**src/rtl/rr_arbiter16.sv**
```systemverilog
// Round-robin arbiter for 16 requesters with hold timer, registered index/enable
// and one-hot grant outputs; a release always leaves one idle cycle before the next grant.
module rr_arbiter16 #(
    parameter int unsigned MAX_HOLD = 16,
    parameter int unsigned CNT_W    = 5
) (
    input  logic        clk,
    input  logic        rst_n,
    input  logic [15:0] req,
    input  logic        done,
    output logic [3:0]  gnt_idx,
    output logic        gnt_en,
    output logic [15:0] gnt,
    output logic        timeout,
    output logic        busy
);

    typedef enum logic {IDLE, GRANT} state_t;

    localparam logic [CNT_W-1:0] HOLD_LAST =
        CNT_W'((MAX_HOLD == 0) ? 32'd0 : MAX_HOLD - 32'd1);

    state_t            state, state_nx;
    logic [3:0]        ptr, ptr_nx;
    logic [CNT_W-1:0]  cnt, cnt_nx;
    logic [3:0]        idx_nx;
    logic              en_nx, to_nx;
    logic [15:0]       gnt_nx;
    logic [3:0]        pick;
    logic              found;
    logic              release_now;

    // First requester at or after ptr, wrapping through 15 back to ptr-1
    always_comb begin
        pick  = '0;
        found = 1'b0;
        for (int unsigned i = 0; i < 16; i++) begin
            if (!found && req[ptr + 4'(i)]) begin
                pick  = ptr + 4'(i);
                found = 1'b1;
            end
        end
    end

    assign release_now = done || !req[gnt_idx] || ((MAX_HOLD != 0) && (cnt == HOLD_LAST));

    always_comb begin
        state_nx = state;
        ptr_nx   = ptr;
        cnt_nx   = cnt;
        idx_nx   = gnt_idx;
        en_nx    = gnt_en;
        gnt_nx   = gnt;
        to_nx    = 1'b0;
        case (state)
            IDLE: begin
                en_nx  = 1'b0;
                gnt_nx = '0;
                if (found) begin
                    state_nx = GRANT;
                    idx_nx   = pick;
                    en_nx    = 1'b1;
                    gnt_nx   = 16'd1 << pick;
                    cnt_nx   = '0;
                end
            end
            GRANT: begin
                if (release_now) begin
                    state_nx = IDLE;
                    en_nx    = 1'b0;
                    gnt_nx   = '0;
                    ptr_nx   = gnt_idx + 4'd1;
                    cnt_nx   = '0;
                    // Timer release only when neither done nor request drop applied
                    to_nx    = !done && req[gnt_idx];
                end else begin
                    cnt_nx = cnt + CNT_W'(1);
                end
            end
        endcase
    end

    always_ff @(posedge clk or negedge rst_n) begin
        if (!rst_n) begin
            state   <= IDLE;
            ptr     <= '0;
            cnt     <= '0;
            gnt_idx <= '0;
            gnt_en  <= 1'b0;
            gnt     <= '0;
            timeout <= 1'b0;
            busy    <= 1'b0;
        end else begin
            state   <= state_nx;
            ptr     <= ptr_nx;
            cnt     <= cnt_nx;
            gnt_idx <= idx_nx;
            gnt_en  <= en_nx;
            gnt     <= gnt_nx;
            timeout <= to_nx;
            busy    <= en_nx;
        end
    end

endmodule
```
**config.mk**
```make
export PLATFORM = sky130hd
export DESIGN_NAME = rr_arbiter16
export DESIGN_NICKNAME = d
export VERILOG_FILES = /design/src/rtl/rr_arbiter16.sv
export SDC_FILE = /design/constraint.sdc
export NUM_CORES = 1
export LEC_CHECK = 0
export CELL_PAD_IN_SITES_DETAIL_PLACEMENT = 1
export CELL_PAD_IN_SITES_GLOBAL_PLACEMENT = 1
export CORE_MARGIN = 1.5
export CORE_UTILIZATION = 35
export CTS_BUF_LIST = sky130_fd_sc_hd__clkbuf_2
export DETAILED_ROUTE_END_ITERATION = 7
export GPL_ROUTABILITY_DRIVEN = 0
export MAX_ROUTING_LAYER = met4
export PLACE_DENSITY_LB_ADDON = 0.1
export SKIP_CTS_REPAIR_TIMING = 1
export SYNTH_ARGS = -nofsm -noshare
export SYNTH_HDL_FRONTEND = slang
export SYNTH_SLANG_ARGS = --single-unit
```
**constraint.sdc**
```tcl
create_clock -name clk -period 6 [get_ports clk]
set_input_delay 1.2 -clock clk [delete_from_list [all_inputs] [get_ports clk]]
set_output_delay 1.2 -clock clk [all_outputs]
set_load 0.02 [all_outputs]
```
==> insert_results.sql, run 1 <==
INSERT INTO impl_metrics (metric_group, metric, value, unit) VALUES
('run_status', 'run_status', 'completed', ''),
('die', 'floorplan.core_area', '10400', 'µm²'),
('placed_design', 'placement.setup.worst_slack', '0.824', 'ns'),
('clocking', 'total_clock_buffers_created_by_cts', '5', ''),
('grt', 'global_route.usage.total', '0.229', ''),
('sta', 'timing.final.setup_violations', '0', ''),
('synthesis', 'ys_seq_elements', '32', ''),
('die', 'die_width', '107', 'µm'),
('grt', 'first_pass_grt_wire_length', '19700', 'µm'),
('die', 'number_of_i_o_pins', '42', ''),
('final_layout', 'syn_to_final_growth', '15.3', '%'),
('synthesis', 'netlist-cell-type-count', '60', ''),
('sta', 'setup_total_negative_slack', '0', 'ns'),
('routing', 'drt_pass1_iterations', '4', ''),
('die', 'die_height', '107', 'µm'),
('critical_path', 'critical-path-top-delay-family', 'simple AND/OR/NAND/NOR gates', ''),
('sta', 'timing.final.ws_setup', '1.16', 'ns'),
('clocking', 'htreeDepth', '2', ''),
('synthesis', 'synth.mux.area_fraction', '0.328', ''),
('grt', 'grt_start_max_net_pins', '33', ''),
('sta', 'fin_worst_hold_slack', '0.509', 'ns'),
('synthesis', 'seq_area_frac_synth', '0.211', ''),
('critical_path', 'path_class', 'primary input to flip-flop', ''),
('synthesis', 'synthesis.instances', '400', ''),
('sta', 'timing.max_slew.rel_slack', '0.219', ''),
('sta', 'largest_clock_skew_in_the_final_design', '0.0188', 'ns'),
('synthesis', 'xor_xnor_share_of_the_synthesized_area', '0.0278', ''),
('final_layout', 'finish.net_count', '463', ''),
('critical_path', 'crit_path_cell_trace', 'clkdlybuf4s50_1 > mux4_1 > mux4_2 > or3_1 > nor3_4 > nand2_1 > nor3_1 > o32a_1 > o31ai_1', ''),
('critical_path', 'timing.critical_path.fanout_max', '10', ''),
('synthesis', 'post_synth.cell_area_avg', '9.47', 'µm²'),
('sta', 'fin_crit', '4.84', 'ns'),
('critical_path', 'timing.critical_path.slowest_stage_cell', 'sky130_fd_sc_hd__mux4_1', ''),
('synthesis', 'share_of_synthesized_flip_flops_with_an_asynchronous_set_or_reset', '1.00', ''),
('sta', 'finalHoldViolations', '0', ''),
('routing', 'dr.first_iter.drc_count', '196', ''),
('die', 'initial_utilization', '0.364', ''),
('sta', 'clock.fmax', '207', 'MHz'),
('clocking', 'cts_tree', 'done', ''),
('flow_run', 'max_cap_viol_count', '0', ''),
('critical_path', 'worst_ep_arrival_time', '5.11', 'ns'),
('critical_path', 'worst_setup_path_start_kind', 'primary input', ''),
('routing', 'detail_route.vias_per_cell', '6.08', ''),
('clocking', 'clock_sink_count', '32', ''),
('synthesis', 'area_fraction_of_the_dominant_cell_type_after_synthesis', '0.211', ''),
('synthesis', 'syn_warnings', '0', ''),
('synthesis', 'yosys_most_used_dff', 'sky130_fd_sc_hd__dfrtp_1', ''),
('synthesis', 'synthAdderAreaFrac', '0.0330', ''),
('critical_path', 'worst_ep_required_time', '6.27', 'ns'),
('sta', 'tightest_slew', '1.17', 'ns'),
('clocking', 'clkTransAtPathRegs', '0.19', 'ns'),
('clocking', 'clock_insertion_delay_worst_skew', '0.38', 'ns'),
('synthesis', 'yosys-top-cells-area', 'sky130_fd_sc_hd__dfrtp_1 21%, sky130_fd_sc_hd__mux4_2 18%, sky130_fd_sc_hd__mux2i_1 8.5%', ''),
('grt', 'vias_in_the_first_global_route', '3554', ''),
('placed_design', 'portBuffers', '41', ''),
('synthesis', 'syn_area', '3790', 'µm²'),
('synthesis', 'post_synth_and_or_nand_nor_area_fraction', '0.166', ''),
('placed_design', 'post-dp-hpwl', '9760', 'µm'),
('hold_path', 'hold_path_class', 'flip-flop to flip-flop', ''),
('sta', 'period_share', '0.806', ''),
('die', 'floorplan.die_area', '11500', 'µm²'),
('routing', 'wire_per_inst', '21.6', 'µm'),
('sta', 'slew_viol_final', '0', ''),
('routing', 'via_count_of_the_routed_design', '3472', ''),
('routing', 'drcViolationCount', '0', ''),
('final_layout', 'antenna_cells_inserted', '0', ''),
('synthesis', 'synth-compound-area-share', '0.186', ''),
('critical_path', 'worstSetupEndpointType', 'flip-flop', ''),
('synthesis', 'combinational_family_with_the_most_area_after_synthesis', 'multiplexers', ''),
('synthesis', 'yosys.area.top_type', 'sky130_fd_sc_hd__dfrtp_1', ''),
('clocking', 'ctsRootBufferMaster', 'sky130_fd_sc_hd__clkbuf_2', '');
## final timing paths
path / from / to / slack [ns] / cells after the start
worst max register to register: ptr[1]$_DFFE_PN0P_ / gnt[11]$_DFFE_PN0P_ / 1.23 / 10
worst min register to register: gnt[4]$_DFFE_PN0P_ / gnt[4]$_DFFE_PN0P_ / 0.51 / 2
min in group asynchronous: rst_n / cnt[2]$_DFFE_PN0P_ / 1.19 / 2
worst max-delay path: req[9] / gnt[11]$_DFFE_PN0P_ / 1.16 / 9
max in group asynchronous: rst_n / gnt[5]$_DFFE_PN0P_ / 4.51 / 2
worst min-delay path: gnt[4]$_DFFE_PN0P_ / gnt[4]$_DFFE_PN0P_ / 0.51 / 2
## final cells by class
class | instances | area [µm²]
clock buffers | 5 | 25.0
multi-input cells | 333 | 2810
inverters | 13 | 48.8
clock inverters | 3 | 42.5
flip-flops and latches | 32 | 801
repair buffers | 49 | 470
well taps | 136 | 170
fillers | 1207 | 6050
## flip-flops by register name, indices dropped and copies added (netlist names)
name     cells
gnt         16
cnt          5
gnt_idx      4
ptr          4
busy         1
state        1
timeout      1
## stage by stage
stage	util	area, µm²	cells
final	0.419	4370	571
after global routing	0.419	4370	571
after CTS	0.419	4370	571
after detailed placement	0.413	4300	563
after global placement	0.413	4300	563
after floorplan	-	3790	400
## cells by family after synthesis
group | after synthesis
flops | 32
simple gates | 131
mux | 79
compound gates | 101
xor+xnor | 12
fa+ha+maj | 10
buf+inv | 35
## layout by cell type (no fill, tap or decap), types with 5 or more instances in the layout
cell type | Yosys | layout
sky130_fd_sc_hd__ha_1 | 10 | 10
sky130_fd_sc_hd__mux2i_1 | 32 | 32
sky130_fd_sc_hd__mux4_2 | 31 | 31
sky130_fd_sc_hd__or3_1 | 6 | 6
sky130_fd_sc_hd__buf_4 | 2 | 8
sky130_fd_sc_hd__a22oi_1 | 5 | 5
sky130_fd_sc_hd__dfrtp_1 | 32 | 32
sky130_fd_sc_hd__mux2_2 | 13 | 13
sky130_fd_sc_hd__clkbuf_2 | 0 | 5
sky130_fd_sc_hd__inv_1 | 11 | 11
sky130_fd_sc_hd__o21ai_0 | 16 | 16
sky130_fd_sc_hd__a21oi_1 | 19 | 19
sky130_fd_sc_hd__nor2_1 | 26 | 26
sky130_fd_sc_hd__xnor2_1 | 5 | 5
sky130_fd_sc_hd__o31ai_1 | 19 | 19
sky130_fd_sc_hd__nor3_1 | 7 | 7
sky130_fd_sc_hd__nand2_1 | 51 | 51
sky130_fd_sc_hd__xor2_1 | 7 | 7
sky130_fd_sc_hd__clkdlybuf4s50_1 | 0 | 41
sky130_fd_sc_hd__nand2b_1 | 6 | 6
sky130_fd_sc_hd__nand3_1 | 13 | 13
## Yosys cell counts, drive strengths merged (3+ instances only)
cell type  number
nand4           3
and2            3
buf            14
xnor2           5
mux2i          32
dfrtp          32
nor3            8
o31ai          19
o211ai          3
a22oi           5
nand2b          6
inv            12
nor2           26
nand2          51
clkbuf          8
mux4           34
mux2           13
o21bai          3
a31oi           4
ha             10
nor2b           3
nand3          14
or3             6
o22ai           4
o21ai          16
a32oi           3
and3            4
a21oi          20
xor2            7
## per-layer routing
metal,GRT usage,share of wire
met2,0.363,0.47
met4,0.0695,0.028
met3,0.0401,0.041
met5,-,0
met1,0.301,0.46
## worst reg2reg max path, delay by kind of cell (launching register included)
family	cells	cell delay [ns]
AND/OR/NAND/NOR	4	1.47
AO/OA/AOI/OAI	2	0.65
flip-flops	1	0.38
buffers and inverters	1	0.21
multiplexers	2	1.33
adder cells (fa/ha/maj)	1	0.61
Power of run 1 is left out: the tool's default activity adds up to more than one toggle a clock period on the data nets, which glitch-free logic cannot reach.
==> inputs of run 2 (changes only) <==
clock period = 4.9 ns   (was 6 ns; I/O delays follow)
==> insert_results.sql, run 2 (synthesis gave the netlist of run 1 again) <==
INSERT INTO impl_metrics (metric_group, metric, value, unit) VALUES
('sta', 'rsz0062_at_grt', 'false', ''),
('placed_design', 'portBuffers', '41', ''),
('die', 'die_width', '107', 'µm'),
('grt', 'global_route.overflow_total', '0', ''),
('grt', 'first_pass_grt_wire_length', '20900', 'µm'),
('clocking', 'total_clock_buffers_created_by_cts', '5', ''),
('grt', 'grt_start_max_net_pins', '33', ''),
('critical_path', 'crit_path_cell_trace', 'inv_2 > ha_1 > mux4_1 > mux4_2 > or3_1 > nor3_4 > nand3_1 > a32oi_1 > o211ai_1 > o31ai_1', ''),
('sta', 'setup_total_negative_slack', '0', 'ns'),
('routing', 'finalWirelength', '13100', 'µm'),
('sta', 'finalHoldViolations', '0', ''),
('die', 'initial_utilization', '0.364', ''),
('critical_path', 'cp_slowest_stage_delay', '0.68', 'ns'),
('final_layout', 'register_area', '801', 'µm²'),
('die', 'number_of_i_o_pins', '42', ''),
('sta', 'timing.final.ws_setup', '0.360', 'ns'),
('critical_path', 'path_buf_inv', '1', ''),
('critical_path', 'timing.critical_path.slowest_stage_cell', 'sky130_fd_sc_hd__mux4_1', ''),
('final_layout', 'n_fill_cell', '1222', ''),
('sta', 'tightest_slew', '0.884', 'ns'),
('die', 'floorplan.core_area', '10400', 'µm²'),
('routing', 'drcViolationCount', '0', ''),
('final_layout', 'top_register', 'gnt', ''),
('final_layout', 'largest_registers', 'gnt: 16 flops, cnt: 5 flops', ''),
('clocking', 'clock_path_buffers', '2', ''),
('final_layout', 'multi_input_area', '2810', 'µm²'),
('grt', 'global_route.usage.total', '0.245', ''),
('clocking', 'clock_insertion_delay_worst_skew', '0.38', 'ns'),
('sta', 'period_share', '0.927', ''),
('die', 'floorplan.die_area', '11500', 'µm²'),
('sta', 'slew_viol_final', '0', ''),
('final_layout', 'drive_gt1_frac', '0.193', ''),
('sta', 'timing.final.setup_violations', '0', ''),
('routing', 'wire_per_inst', '22.2', 'µm'),
('critical_path', 'critical-path-top-delay-family', 'multiplexers', ''),
('sta', 'largest_clock_skew_in_the_final_design', '0.0186', 'ns'),
('grt', 'vias_in_the_first_global_route', '3643', ''),
('final_layout', 'syn_to_final_growth', '19.3', '%'),
('sta', 'timing.max_slew.rel_slack', '0.409', ''),
('clocking', 'ctsRootBufferMaster', 'sky130_fd_sc_hd__clkbuf_2', ''),
('critical_path', 'timing.critical_path.fanout_max', '10', ''),
('routing', 'detail_route.vias_per_cell', '6.15', ''),
('clocking', 'clock_sink_count', '32', ''),
('final_layout', 'commonest_cells_after_routing_fill_and_taps_aside', '51 x sky130_fd_sc_hd__nand2_1, 41 x sky130_fd_sc_hd__clkdlybuf4s50_1, 32 x sky130_fd_sc_hd__mux2i_1, 32 x sky130_fd_sc_hd__dfrtp_1, 31 x sky130_fd_sc_hd__mux4_2', ''),
('critical_path', 'worst_ep_required_time', '5.18', 'ns'),
('grt', 'number_of_antenna_violations_at_the_first_check_in_global_routing', '0', ''),
('die', 'rows', '37', ''),
('critical_path', 'path_class', 'flip-flop to flip-flop', ''),
('final_layout', 'largest_reg_flops', '16', ''),
('hold_path', 'hold_path_class', 'flip-flop to flip-flop', ''),
('critical_path', 'worst_setup_path_start_kind', 'flip-flop', ''),
('flow_run', 'max_cap_viol_count', '0', ''),
('sta', 'fin_crit', '4.54', 'ns'),
('routing', 'drt_pass1_iterations', '5', ''),
('routing', 'dr.first_iter.drc_count', '259', ''),
('clocking', 'cts_tree', 'done', ''),
('final_layout', 'finish.net_count', '483', ''),
('run_status', 'run_status', 'completed', ''),
('placed_design', 'post-dp-hpwl', '10500', 'µm'),
('final_layout', 'antenna_cells_inserted', '0', ''),
('clocking', 'clkTransAtPathRegs', '0.19', 'ns'),
('final_layout', 'layout.cells.most_common', 'sky130_fd_sc_hd__nand2_1', ''),
('critical_path', 'worst_ep_arrival_time', '4.83', 'ns'),
('die', 'die_height', '107', 'µm'),
('critical_path', 'worstSetupEndpointType', 'flip-flop', ''),
('sta', 'clock.fmax', '220', 'MHz'),
('routing', 'via_count_of_the_routed_design', '3637', ''),
('clocking', 'htreeDepth', '2', ''),
('placed_design', 'placement.setup.worst_slack', '0.0715', 'ns'),
('routing', 'final_ant_viol_nets', '0', '');
[run 2: cell count changes in the layout (fill, tap and decap cells not counted)]
cell	change
sky130_fd_sc_hd__buf_4	+20
[run 2: cell type report]
class | instances | share of cell area
clock inverters | 3 | 0.00942
well taps | 136 | 0.0377
flip-flops and latches | 32 | 0.177
clock buffers | 5 | 0.00554
repair buffers | 69 | 0.137
multi-input cells | 333 | 0.622
inverters | 13 | 0.0108
[run 2: metrics by stage]
stage	std cells	hold slack, ns	area, µm²	util
global route	591	0.536	4520	0.434
floorplan	400	0.449	3790	-
detailed placement	583	0.471	4450	0.427
CTS	591	0.511	4520	0.434
global placement	583	0.469	4450	0.427
finish	591	0.503	4520	0.434
[run 2: per-layer routing]
| layer | part of all wire | up-vias | GRT usage |
|---|---|---|---|
| met5 | 0 | - | - |
| met4 | 0.020 | 0 | 0.0495 |
| li1 | - | 1673 | - |
| met2 | 0.48 | 105 | 0.389 |
| met1 | 0.46 | 1833 | 0.334 |
| met3 | 0.045 | 26 | 0.0365 |
[run 2: final timing paths]
check	from	endpoint	slack, ns	depth (start not counted)
min reg2reg	gnt[3]$_DFFE_PN0P_	gnt[3]$_DFFE_PN0P_	0.50	2
min	gnt[3]$_DFFE_PN0P_	gnt[3]$_DFFE_PN0P_	0.50	2
max	ptr[0]$_DFFE_PN0P_	gnt[9]$_DFFE_PN0P_	0.36	10
max in group asynchronous	rst_n	cnt[3]$_DFFE_PN0P_	3.61	2
min in group asynchronous	rst_n	cnt[1]$_DFFE_PN0P_	0.97	2
max reg2reg	ptr[0]$_DFFE_PN0P_	gnt[9]$_DFFE_PN0P_	0.36	10
[run 2: worst min-delay path, cell delays in order (launching register included)]
cell and delay, ns:
sky130_fd_sc_hd__dfrtp_1 0.39, sky130_fd_sc_hd__nand2_1 0.05, sky130_fd_sc_hd__o31ai_1 0.05
Power of run 2 is left out for the same reason.
==> inputs of run 3 (changes only) <==
CTS_CLUSTER_SIZE = 8   (was not set)
==> results of run 3 <==
Same layout as run 2: the final DEF is identical, and so are final timing and power.
Power of run 3 is left out for the same reason.
